## config.mk

```make
export PLATFORM = sky130hd
export DESIGN_NAME = mdio_receiver_flat
export DESIGN_NICKNAME = d
export VERILOG_FILES = /design/src/rtl/mdio_receiver_pkg.sv /design/src/rtl/mdio_receiver_if.sv /design/src/rtl/mdio_rx_shreg.sv /design/src/rtl/mdio_receiver.sv /design/src/flat_wrapper.sv
export SDC_FILE = /design/constraint.sdc
export NUM_CORES = 1
export LEC_CHECK = 0
export CAP_MARGIN = 30
export CORE_ASPECT_RATIO = 1.75
export CORE_MARGIN = 3
export CORE_UTILIZATION = 56
export DETAILED_ROUTE_END_ITERATION = 8
export HOLD_SLACK_MARGIN = 0.1
export MAX_ROUTING_LAYER = met4
export PLACE_DENSITY = 0.85
export SYNTH_ARGS = -nofsm -noshare
export SYNTH_HDL_FRONTEND = slang
export SYNTH_SLANG_ARGS = --single-unit
```

## constraint.sdc

```tcl
create_clock -name clk -period 4.36 [get_ports clk]
set_input_delay 0.872 -clock clk [delete_from_list [all_inputs] [get_ports clk]]
set_output_delay 0.872 -clock clk [all_outputs]
set_load 0.005 [all_outputs]
```

## src/rtl/mdio_receiver_pkg.sv

```systemverilog
// Shared encodings for the clause-22 MDIO receiver: FSM states, opcodes and field widths.
package mdio_receiver_pkg;

  typedef enum logic [2:0] {
    StIdle,
    StSt1,
    StHdr,
    StTaW,
    StWr,
    StTaR,
    StRd,
    StSkip
  } state_e;

  localparam logic [1:0] OP_WR = 2'b01;
  localparam logic [1:0] OP_RD = 2'b10;

  localparam int unsigned HDR_BITS  = 12;
  localparam int unsigned TA_BITS   = 2;
  localparam int unsigned DATA_BITS = 16;
  localparam int unsigned SKIP_BITS = TA_BITS + DATA_BITS;

  // True when the bit counter sits on the final bit of a field of nbits.
  function automatic logic last_bit(logic [4:0] cnt, int unsigned nbits);
    return cnt == 5'(nbits - 1);
  endfunction

endpackage

```

## src/rtl/mdio_receiver_if.sv

```systemverilog
// MDIO serial bus between the management controller (master) and this PHY receiver (slave).
interface mdio_receiver_if;
  logic mdc;
  logic mdio_oe;
  logic mdio_out;
  logic mdio_in;
  logic mdio_in_en;

  modport master (
    output mdc, mdio_oe, mdio_out,
    input  mdio_in, mdio_in_en
  );

  modport slave (
    input  mdc, mdio_oe, mdio_out,
    output mdio_in, mdio_in_en
  );
endinterface

```

## src/rtl/mdio_rx_shreg.sv

```systemverilog
// mdc rising-edge detector, 16-bit shift register (parallel load for read data) and
// 5-bit bit counter with clear, all in the clk domain.
module mdio_rx_shreg
  import mdio_receiver_pkg::*;
(
  input  logic                 clk,
  input  logic                 reset,
  input  logic                 mdc,
  input  logic                 din,
  input  logic                 shift_en,
  input  logic                 load,
  input  logic [DATA_BITS-1:0] load_data,
  input  logic                 cnt_inc,
  input  logic                 cnt_clr,
  output logic                 mdc_rise,
  output logic [DATA_BITS-1:0] sr,
  output logic [4:0]           cnt
);

  logic                 mdc_q;
  logic [DATA_BITS-1:0] sr_q;
  logic [4:0]           cnt_q;

  always_ff @(posedge clk) begin
    if (reset) begin
      mdc_q <= 1'b0;
      sr_q  <= '0;
      cnt_q <= '0;
    end else begin
      mdc_q <= mdc;
      if (load) begin
        sr_q <= load_data;
      end else if (shift_en) begin
        sr_q <= {sr_q[DATA_BITS-2:0], din};
      end
      if (cnt_clr) begin
        cnt_q <= '0;
      end else if (cnt_inc) begin
        cnt_q <= cnt_q + 5'd1;
      end
    end
  end

  assign mdc_rise = mdc & ~mdc_q;
  assign sr       = sr_q;
  assign cnt      = cnt_q;

endmodule

```

## src/rtl/mdio_receiver.sv

```systemverilog
// PHY-side clause-22 MDIO frame receiver: decodes frames, strobes the register file and
// serialises read data. Optional PHYAD filtering is enabled by MDIO_PHYAD_FILTER_EN.
module mdio_receiver
  import mdio_receiver_pkg::*;
#(
  parameter logic [4:0] PHY_ADDR = 5'd3
) (
  input  logic                 clk,
  input  logic                 reset,
  mdio_receiver_if.slave       mdio,
  output logic [4:0]           reg_addr,
  output logic [DATA_BITS-1:0] wr_data,
  output logic                 wr_stb,
  output logic                 rd_req,
  input  logic [DATA_BITS-1:0] rd_data,
  output logic                 frame_err
);

  state_e               state_q;
  logic                 rise;
  logic [DATA_BITS-1:0] sr;
  logic [4:0]           cnt;
  logic                 shift_en, cnt_inc, cnt_clr;
  logic                 rd_cap_q;
  logic                 mdio_in_q, mdio_in_en_q;
  logic [HDR_BITS-1:0]  hdr;
  logic [1:0]           hdr_op;
  logic [4:0]           hdr_phy, hdr_reg;
  logic                 phy_ok;

  mdio_rx_shreg u_shreg (
    .clk       (clk),
    .reset     (reset),
    .mdc       (mdio.mdc),
    .din       (mdio.mdio_out),
    .shift_en  (shift_en),
    .load      (rd_cap_q),
    .load_data (rd_data),
    .cnt_inc   (cnt_inc),
    .cnt_clr   (cnt_clr),
    .mdc_rise  (rise),
    .sr        (sr),
    .cnt       (cnt)
  );

  // Full header including the bit arriving in this rise cycle.
  assign hdr     = {sr[HDR_BITS-2:0], mdio.mdio_out};
  assign hdr_op  = hdr[11:10];
  assign hdr_phy = hdr[9:5];
  assign hdr_reg = hdr[4:0];

`ifdef MDIO_PHYAD_FILTER_EN
  assign phy_ok = (hdr_phy == PHY_ADDR);
`else
  assign phy_ok = 1'b1;
  logic unused_phy;
  assign unused_phy = ^{hdr_phy, PHY_ADDR};
`endif

  always_comb begin
    shift_en = 1'b0;
    cnt_inc  = 1'b0;
    cnt_clr  = 1'b0;
    if (rise) begin
      case (state_q)
        StSt1: cnt_clr = 1'b1;
        StHdr: begin
          shift_en = 1'b1;
          cnt_inc  = 1'b1;
          cnt_clr  = last_bit(cnt, HDR_BITS);
        end
        StTaW: begin
          cnt_inc = 1'b1;
          cnt_clr = last_bit(cnt, TA_BITS);
        end
        StWr: begin
          shift_en = 1'b1;
          cnt_inc  = 1'b1;
        end
        // Second TA rise presents rd_data[15] and starts shifting out.
        StTaR: begin
          cnt_inc  = 1'b1;
          cnt_clr  = last_bit(cnt, TA_BITS);
          shift_en = last_bit(cnt, TA_BITS);
        end
        StRd: begin
          cnt_inc  = 1'b1;
          shift_en = ~last_bit(cnt, DATA_BITS);
        end
        StSkip:  cnt_inc = 1'b1;
        default: ;
      endcase
    end
  end

  always_ff @(posedge clk) begin
    if (reset) begin
      state_q      <= StIdle;
      reg_addr     <= '0;
      wr_data      <= '0;
      wr_stb       <= 1'b0;
      rd_req       <= 1'b0;
      frame_err    <= 1'b0;
      rd_cap_q     <= 1'b0;
      mdio_in_q    <= 1'b0;
      mdio_in_en_q <= 1'b0;
    end else begin
      wr_stb    <= 1'b0;
      rd_req    <= 1'b0;
      frame_err <= 1'b0;
      rd_cap_q  <= rd_req;
      if (rise) begin
        case (state_q)
          StIdle: begin
            if (mdio.mdio_oe && !mdio.mdio_out) state_q <= StSt1;
          end
          StSt1: begin
            if (mdio.mdio_oe && mdio.mdio_out) begin
              state_q <= StHdr;
            end else begin
              frame_err <= 1'b1;
              state_q   <= StIdle;
            end
          end
          StHdr: begin
            if (!mdio.mdio_oe) begin
              frame_err <= 1'b1;
              state_q   <= StIdle;
            end else if (last_bit(cnt, HDR_BITS)) begin
              reg_addr <= hdr_reg;
              if (!phy_ok) begin
                state_q <= StSkip;
              end else if (hdr_op == OP_WR) begin
                state_q <= StTaW;
              end else if (hdr_op == OP_RD) begin
                rd_req  <= 1'b1;
                state_q <= StTaR;
              end else begin
                frame_err <= 1'b1;
                state_q   <= StIdle;
              end
            end
          end
          // Write turnaround must be 1 then 0.
          StTaW: begin
            if (!mdio.mdio_oe || (mdio.mdio_out != (cnt == 5'd0))) begin
              frame_err <= 1'b1;
              state_q   <= StIdle;
            end else if (last_bit(cnt, TA_BITS)) begin
              state_q <= StWr;
            end
          end
          StWr: begin
            if (!mdio.mdio_oe) begin
              frame_err <= 1'b1;
              state_q   <= StIdle;
            end else if (last_bit(cnt, DATA_BITS)) begin
              wr_data <= {sr[DATA_BITS-2:0], mdio.mdio_out};
              wr_stb  <= 1'b1;
              state_q <= StIdle;
            end
          end
          StTaR: begin
            if (last_bit(cnt, TA_BITS)) begin
              mdio_in_q <= sr[DATA_BITS-1];
              state_q   <= StRd;
            end else begin
              mdio_in_en_q <= 1'b1;
              mdio_in_q    <= 1'b0;
            end
          end
          StRd: begin
            if (last_bit(cnt, DATA_BITS)) begin
              mdio_in_en_q <= 1'b0;
              mdio_in_q    <= 1'b0;
              state_q      <= StIdle;
            end else begin
              mdio_in_q <= sr[DATA_BITS-1];
            end
          end
          StSkip: begin
            if (last_bit(cnt, SKIP_BITS)) state_q <= StIdle;
          end
          default: state_q <= StIdle;
        endcase
      end
    end
  end

  assign mdio.mdio_in    = mdio_in_q;
  assign mdio.mdio_in_en = mdio_in_en_q;

endmodule

```

## src/flat_wrapper.sv

```systemverilog
// flat-port wrapper written by rule: the top's interface ports become plain ports
module mdio_receiver_flat import mdio_receiver_pkg::*;
#(
  parameter logic [4:0] PHY_ADDR = 5'd3
)
  (clk, reset, reg_addr, wr_data, wr_stb, rd_req, rd_data, frame_err, mdio_mdc, mdio_mdio_oe, mdio_mdio_out, mdio_mdio_in, mdio_mdio_in_en);
  mdio_receiver_if mdio_i ();
  input  logic clk;
  input  logic reset;
  output logic [4:0] reg_addr;
  output logic [DATA_BITS-1:0] wr_data;
  output logic wr_stb;
  output logic rd_req;
  input  logic [DATA_BITS-1:0] rd_data;
  output logic frame_err;
  input wire logic [$bits(mdio_i.mdc)-1:0] mdio_mdc;
  input wire logic [$bits(mdio_i.mdio_oe)-1:0] mdio_mdio_oe;
  input wire logic [$bits(mdio_i.mdio_out)-1:0] mdio_mdio_out;
  output wire logic [$bits(mdio_i.mdio_in)-1:0] mdio_mdio_in;
  output wire logic [$bits(mdio_i.mdio_in_en)-1:0] mdio_mdio_in_en;
  assign mdio_i.mdc = mdio_mdc;
  assign mdio_i.mdio_oe = mdio_mdio_oe;
  assign mdio_i.mdio_out = mdio_mdio_out;
  assign mdio_mdio_in = mdio_i.mdio_in;
  assign mdio_mdio_in_en = mdio_i.mdio_in_en;
  mdio_receiver #(.PHY_ADDR(PHY_ADDR)) u_core (.clk(clk), .reset(reset), .mdio(mdio_i), .reg_addr(reg_addr), .wr_data(wr_data), .wr_stb(wr_stb), .rd_req(rd_req), .rd_data(rd_data), .frame_err(frame_err));
endmodule
```

Word-level counts from Yosys, hierarchy flattened. Index checks and enable logic that the tools add are counted.

Register bits after elaboration: 52. Logic and storage cells: 100. Output and inout bits: 26. Input bits: 21.

Reductions and logical operators: 21. Multiplexer cells: 37. Add/sub/neg operators: 1. Eq/ne operators: 21. Bitwise gates (word level): 8.

Operators by type and width (count): 2-to-1 mux 3 bit (11); 2-to-1 mux 16 bit (2); one-hot mux 3 bit (8 select lines) (1); 2-to-1 mux 1 bit (17); == test 3 bit, second input constant (4); AND reduction 4 bit (3); OR reduction 6 bit (2); == test 5 x 4 -> 1 bit, second input constant (2); inequality test 2 x 1 -> 1 bit, second input constant (4); OR reduction 2 bit (4); NOT 1 bit (7); == test 3 x 2 -> 1 bit, second input constant (2); one-hot mux 1 bit (3 select lines) (2); AND reduction 6 bit (1); adder 5 x 1 -> 5 bit, second input constant (1); == test 5 x 1 -> 1 bit, second input constant (1); == test 5 bit, second input constant (1); zero test 5 bit (1); one-hot mux 1 bit (2 select lines) (2); one-hot mux 1 bit (4 select lines) (1); nonzero test 2 bit (2); OR reduction 4 bit (1); == test 3 x 1 -> 1 bit, second input constant (1); zero test 3 bit (1); other kinds (12) (14).

Depth between registers and ports, before layout.
Depth after elaboration: 6. Depth in mapped cells: 9. Gate-level depth less buffers: 7.

Hierarchy. Synthesis repeated with hierarchy kept, for this count alone.

Cells, all modules: 263. Area, all modules: 2546.2 sq um.

Modules (own cells, without submodules): mdio_receiver (instances 1, cells an instance 166, area each 1473.9 sq um); mdio_rx_shreg (instances 1, cells an instance 97, area each 1072.3 sq um).

Worst setup path after synthesis. No wires, ideal clock.

Path kind: input -> register. Start point: in mdio_mdio_oe. End point: reg u_core.state_q[1]. Stages: 6. Library setup time: 0.101 ns. Data required time: 4.259 ns. Arrival time: 2.094 ns. Buffers on the path: 1. Setup slack: 2.165 ns. Cell sequence: buf_2 inv_1 o21a_1 a2111oi_4 nand2_1 o41ai_1.

Longest elaborated chain between the ends: 4.

RTL lines: start, declared (RTL line flat_wrapper.sv:17) `input wire logic [$bits(mdio_i.mdio_oe)-1:0] mdio_mdio_oe;`; zero test 1 bit; logical OR 1 bit (RTL line mdio_receiver.sv:146) `if (!mdio.mdio_oe || (mdio.mdio_out != (cnt == 5'd0))) begin`; 2-to-1 mux 3 bit or inequality test 3 x 1 -> 1 bit (tied branches); one-hot mux 3 bit (8 select lines) or AND reduction 6 bit (tied branches); end signal, assigned (RTL line mdio_receiver.sv:115) `if (mdio.mdio_oe && !mdio.mdio_out) state_q <= StSt1;`; end signal, assigned (RTL line mdio_receiver.sv:148) `state_q <= StIdle;`; end signal, assigned (RTL line mdio_receiver.sv:150) `state_q <= StWr;`; end, declared (RTL line mdio_receiver.sv:19) `state_e state_q;`.

Several ways; a longest one is shown, not always the timed one. A chain may end at the register's enable or synchronous reset.

Final worst setup path.
Start point: in mdio_mdc. End point: reg u_core.u_shreg.sr_q[11], in the netlist u_core.u_shreg.sr[11].

Longest elaborated chain between the ends: 3.

RTL lines: start, declared (RTL line flat_wrapper.sv:16) `input wire logic [$bits(mdio_i.mdc)-1:0] mdio_mdc;`; AND 1 bit (RTL line mdio_rx_shreg.sv:44) `assign mdc_rise = mdc & ~mdc_q;`; 2-to-1 mux 1 bit (RTL line mdio_receiver.sv:64) `if (rise) begin`; nonzero test 2 bit (no source line); end signal, assigned (RTL line mdio_rx_shreg.sv:32) `sr_q <= load_data;`; end signal, assigned (RTL line mdio_rx_shreg.sv:34) `sr_q <= {sr_q[DATA_BITS-2:0], din};`; end, declared (RTL line mdio_rx_shreg.sv:21) `logic [DATA_BITS-1:0] sr_q;`.

No other way between the ends.

==> metrics.md <==
| Metric | Value |
|---|---|
| Inst Count DP | `approximately 360` |
| Synthesis-to-layout area growth | `19.8%` |
| PD cells | `approximately 270 nW/um^2` |
| Residual DRC | `0` |
| Flop pwr share | `0.582` |
| Post-synth top flop | `dfxtp_1` |
| CTS clk-pin slew, worst paths | `~0.10 ns` |
| Initial antenna violation count | `0` |
| Pin count of the biggest net entering global routing | `55` |
| Final GP Congestion | `about 0.92` |
| Crit-path cells | `clkdlybuf4s50_1, nand2b_1, nor2_2, and3_1, nand2_1, a311oi_2` |
| Grt met1 use | `0.268` |
| Post-synthesis register bit count | `52` |
| Critical path capture point type | `register` |
| # rows | `32` |
| Ant. Diodes | `0` |
| Die Width | `about 57 um` |
| Finished Core Util | `0.696` |
| FILL cells | `about 340` |
| Synth Cell Area | `around 2600 sq um` |
| TritonCTS clock tree | `built` |
| Post-route cell area | `about 3100 sq um` |
| DRT Pass-1 Iters | `7` |
| Net switching share of the total power | `0.248` |
| Die area | `5490 sq um` |
| Critical path class | `in2reg` |
| Rel. slew slack | `0.532` |
| IO Port Bufs | `46` |
| Final ANT Viol Nets | `0` |
| CP startpoint kind | `primary input` |
| Hold-fix buffers at CTS | `0` |
| Non-filler cells, final | `approximately 370` |
| Slew Viols, Final | `0` |
| Crit-path max FO | `16` |
| Post-route setup TNS | `0 ns` |
| Sink Count | `52` |
| Synth unique cells | `50` |
| Sw power | `around 0.20 mW` |
| CTS resizes | `0` |
| Worst-Margin Slew | `about 0.7 ns` |
| Clock power share | `0.350` |
| CP max stage cell | `and3_1` |
| GR Util met2 | `0.397` |
| Maximum buffer depth of the clock tree | `2` |
| First-pass GRT wire length | `between 9000 and 10000 um` |
| Initial Util | `0.581` |
| Max VDD drop | `about 0.23 mV` |
| Grt ovf | `0` |
| Final WL | `5870 um` |
| Combinational fraction of design power | `0.068` |
| Die H | `~96 um` |
| Vias | `2203` |
| Status | `completed` |
| Detailed-route wire length per cell | `15.8 um` |
| Area after DPL | `approximately 3000 sq um` |
| Endpoints failing setup | `0` |
| Post-synthesis sequential area ratio | `0.403` |
| Crit share post-route | `0.609` |
| Final Skew | `between 0.006 and 0.007 ns` |
| CTS root buf | `clkbuf_8` |
| EDFF count, synth | `0` |
| Drt via density | `about 5.9` |
| Met3 Use GR | `0.0336` |
| WP data required | `roughly 4.6 ns` |
| Min cycle time layout | `around 2.7 ns` |
| Lkg Pwr | `between 1 and 1.5 nW` |
| Worst hold slack | `between 0.4 and 0.5 ns` |
| Fmax | `roughly 0.38 GHz` |
| Synth Area per Inst | `~9.1 sq um` |
| Post-DP HPWL | `4030 um` |
| YS warnings | `0` |
| Mapped Cells | `approximately 290` |
| WP data arrival | `roughly 2.9 ns` |
| Hold crit path type | `reg2reg` |
| Internal power | `around 0.62 mW` |
| Final hold viol count | `0` |
| Asr flop ratio synth | `0` |
| Worst skew pair latency | `0.31 ns` |
| H-tree Lvls | `2` |
| Layout cell share with drive strength beyond 1 | `0.0872` |
| Tot GR Track Use | `0.234` |
| Synth area leader | `dfxtp_1` |
| Max incr delay on CP | `0.60 ns` |
| Core area | `around 4400 sq um` |
| Post-Syn Nets | `313` |
| Synth area leaders | `dfxtp_1 40%, mux2i_1 9.3%, nor2_1 7.3%` |
| Setup Fix Bufs, Post-CTS | `0` |
| TritonCTS buffer count | `5` |
| Nets@finish | `approximately 350` |
| Synth top area share | `0.403` |
| Io pins | `47` |
| GRT Max-Usage Layer | `met2` |
| Vias in the first global route | `around 2200` |
| RSZ-0062 raised after global routing | `false` |
| DRT iter0 DRCs | `between 100 and 150` |
| Max Cap Viol | `0` |
==> layout by cell type (no fill, tap or decap), drive strengths merged, types with 2 or more instances in the layout <==
cell	instances
a2111oi	2
a21boi	2
a21oi	6
a311oi	16
and3	3
buf	4
clkbuf	5
clkdlybuf4s50	45
clkinvlp	2
dfxtp	52
ha	7
inv	10
mux2i	24
nand2	38
nand3	7
nand4	3
nor2	51
nor2b	3
nor3	5
nor4	2
nor4b	2
o21ai	7
xnor2	3
xor2	3
==> cell type report <==
type	count	area [sq um]	share of cell area
Clock inverter	3	26.3	0.00850
Sequential cell	52	1040	0.337
Multi-Input combinational cell	203	1350	0.436
Inverter	9	33.8	0.0109
Tap cell	51	63.8	0.0206
Timing Repair Buffer	49	510	0.165
Clock buffer	5	68.8	0.0222
==> metal layers <==
metal  routed length, um  up-vias
met1                2330     1057
met2                3160       62
met4                 191        0
met3                 187       20
met5                   0        -
li1                    -     1064
==> final timing paths <==
check	end	depth (start not counted)	start	slack, ns
hold reg to reg	u_core.rd_cap_q$_SDFF_PP0_	1	u_core.rd_req$_SDFF_PP0_	0.47
setup / recovery	u_core.u_shreg.sr[11]$_SDFFE_PP0P_	6	mdio_mdc	1.71
hold / removal	u_core.rd_cap_q$_SDFF_PP0_	1	u_core.rd_req$_SDFF_PP0_	0.47
setup reg to reg	u_core.u_shreg.sr[11]$_SDFFE_PP0P_	6	u_core.u_shreg.cnt[0]$_SDFFE_PP0P_	2.01
==> flip-flops by register name (all words and copies together), names as in the netlist <==
register and flops:
u_core.u_shreg.sr 16, u_core.wr_data 16, u_core.reg_addr 5, u_core.u_shreg.cnt 5
u_core.state_q 3, u_core.frame_err 1, u_core.mdio.mdio_in 1, u_core.mdio.mdio_in_en 1
u_core.rd_cap_q 1, u_core.rd_req 1, u_core.u_shreg.mdc_q 1, u_core.wr_stb 1
==> worst max-delay path: cells and delay by family <==
kind / cells / cell delay, ns
buffers and inverters: 1 / 0.49
AND/OR/NAND/NOR: 4 / 1.27
AO/OA/AOI/OAI: 1 / 0.25
==> kinds of logic after synthesis <==
logic type,synth area share
buffers and inverters,0.0742
AOI/OAI and AO/OA,0.163
and+or+nand+nor,0.212
xor gates and xnor gates,0.0204
DFF,0.403
adders and majority gates,0.0339
muxes,0.0931
==> Yosys cell counts (all sizes together), types with 2 or more instances <==
| master | n |
|---|---|
| a21boi | 2 |
| inv | 9 |
| a311oi | 16 |
| nand3 | 7 |
| clkbuf | 8 |
| nor2 | 51 |
| xor2 | 3 |
| ha | 7 |
| xnor2 | 3 |
| nand4 | 3 |
| dlygate4sd3 | 3 |
| a2111oi | 2 |
| nor2b | 3 |
| mux2i | 24 |
| nor4 | 2 |
| a21oi | 6 |
| nand2 | 38 |
| nor4b | 2 |
| o21ai | 7 |
| buf | 10 |
| and3 | 3 |
| nor3 | 5 |
| dfxtp | 52 |
==> through the flow <==
stage	power (mW)	worst slack (ns)
6_report	0.826	1.71
5_1_grt	0.853	1.50
4_1_cts	0.828	1.72
3_5_place_dp	0.545	1.41
3_3_place_gp	0.544	1.45
2_1_floorplan	0.523	2.16
==> power groups by stage <==
stage	Sequential (mW)	Combinational, mW	Clock, mW
floorplan	0.488	0.0345	0
global placement	0.491	0.0531	0
detailed placement	0.491	0.0535	0
CTS	0.480	0.0536	0.294
global route	0.481	0.0623	0.310
finish	0.480	0.0563	0.289
(Power assumes the default switching activity.)
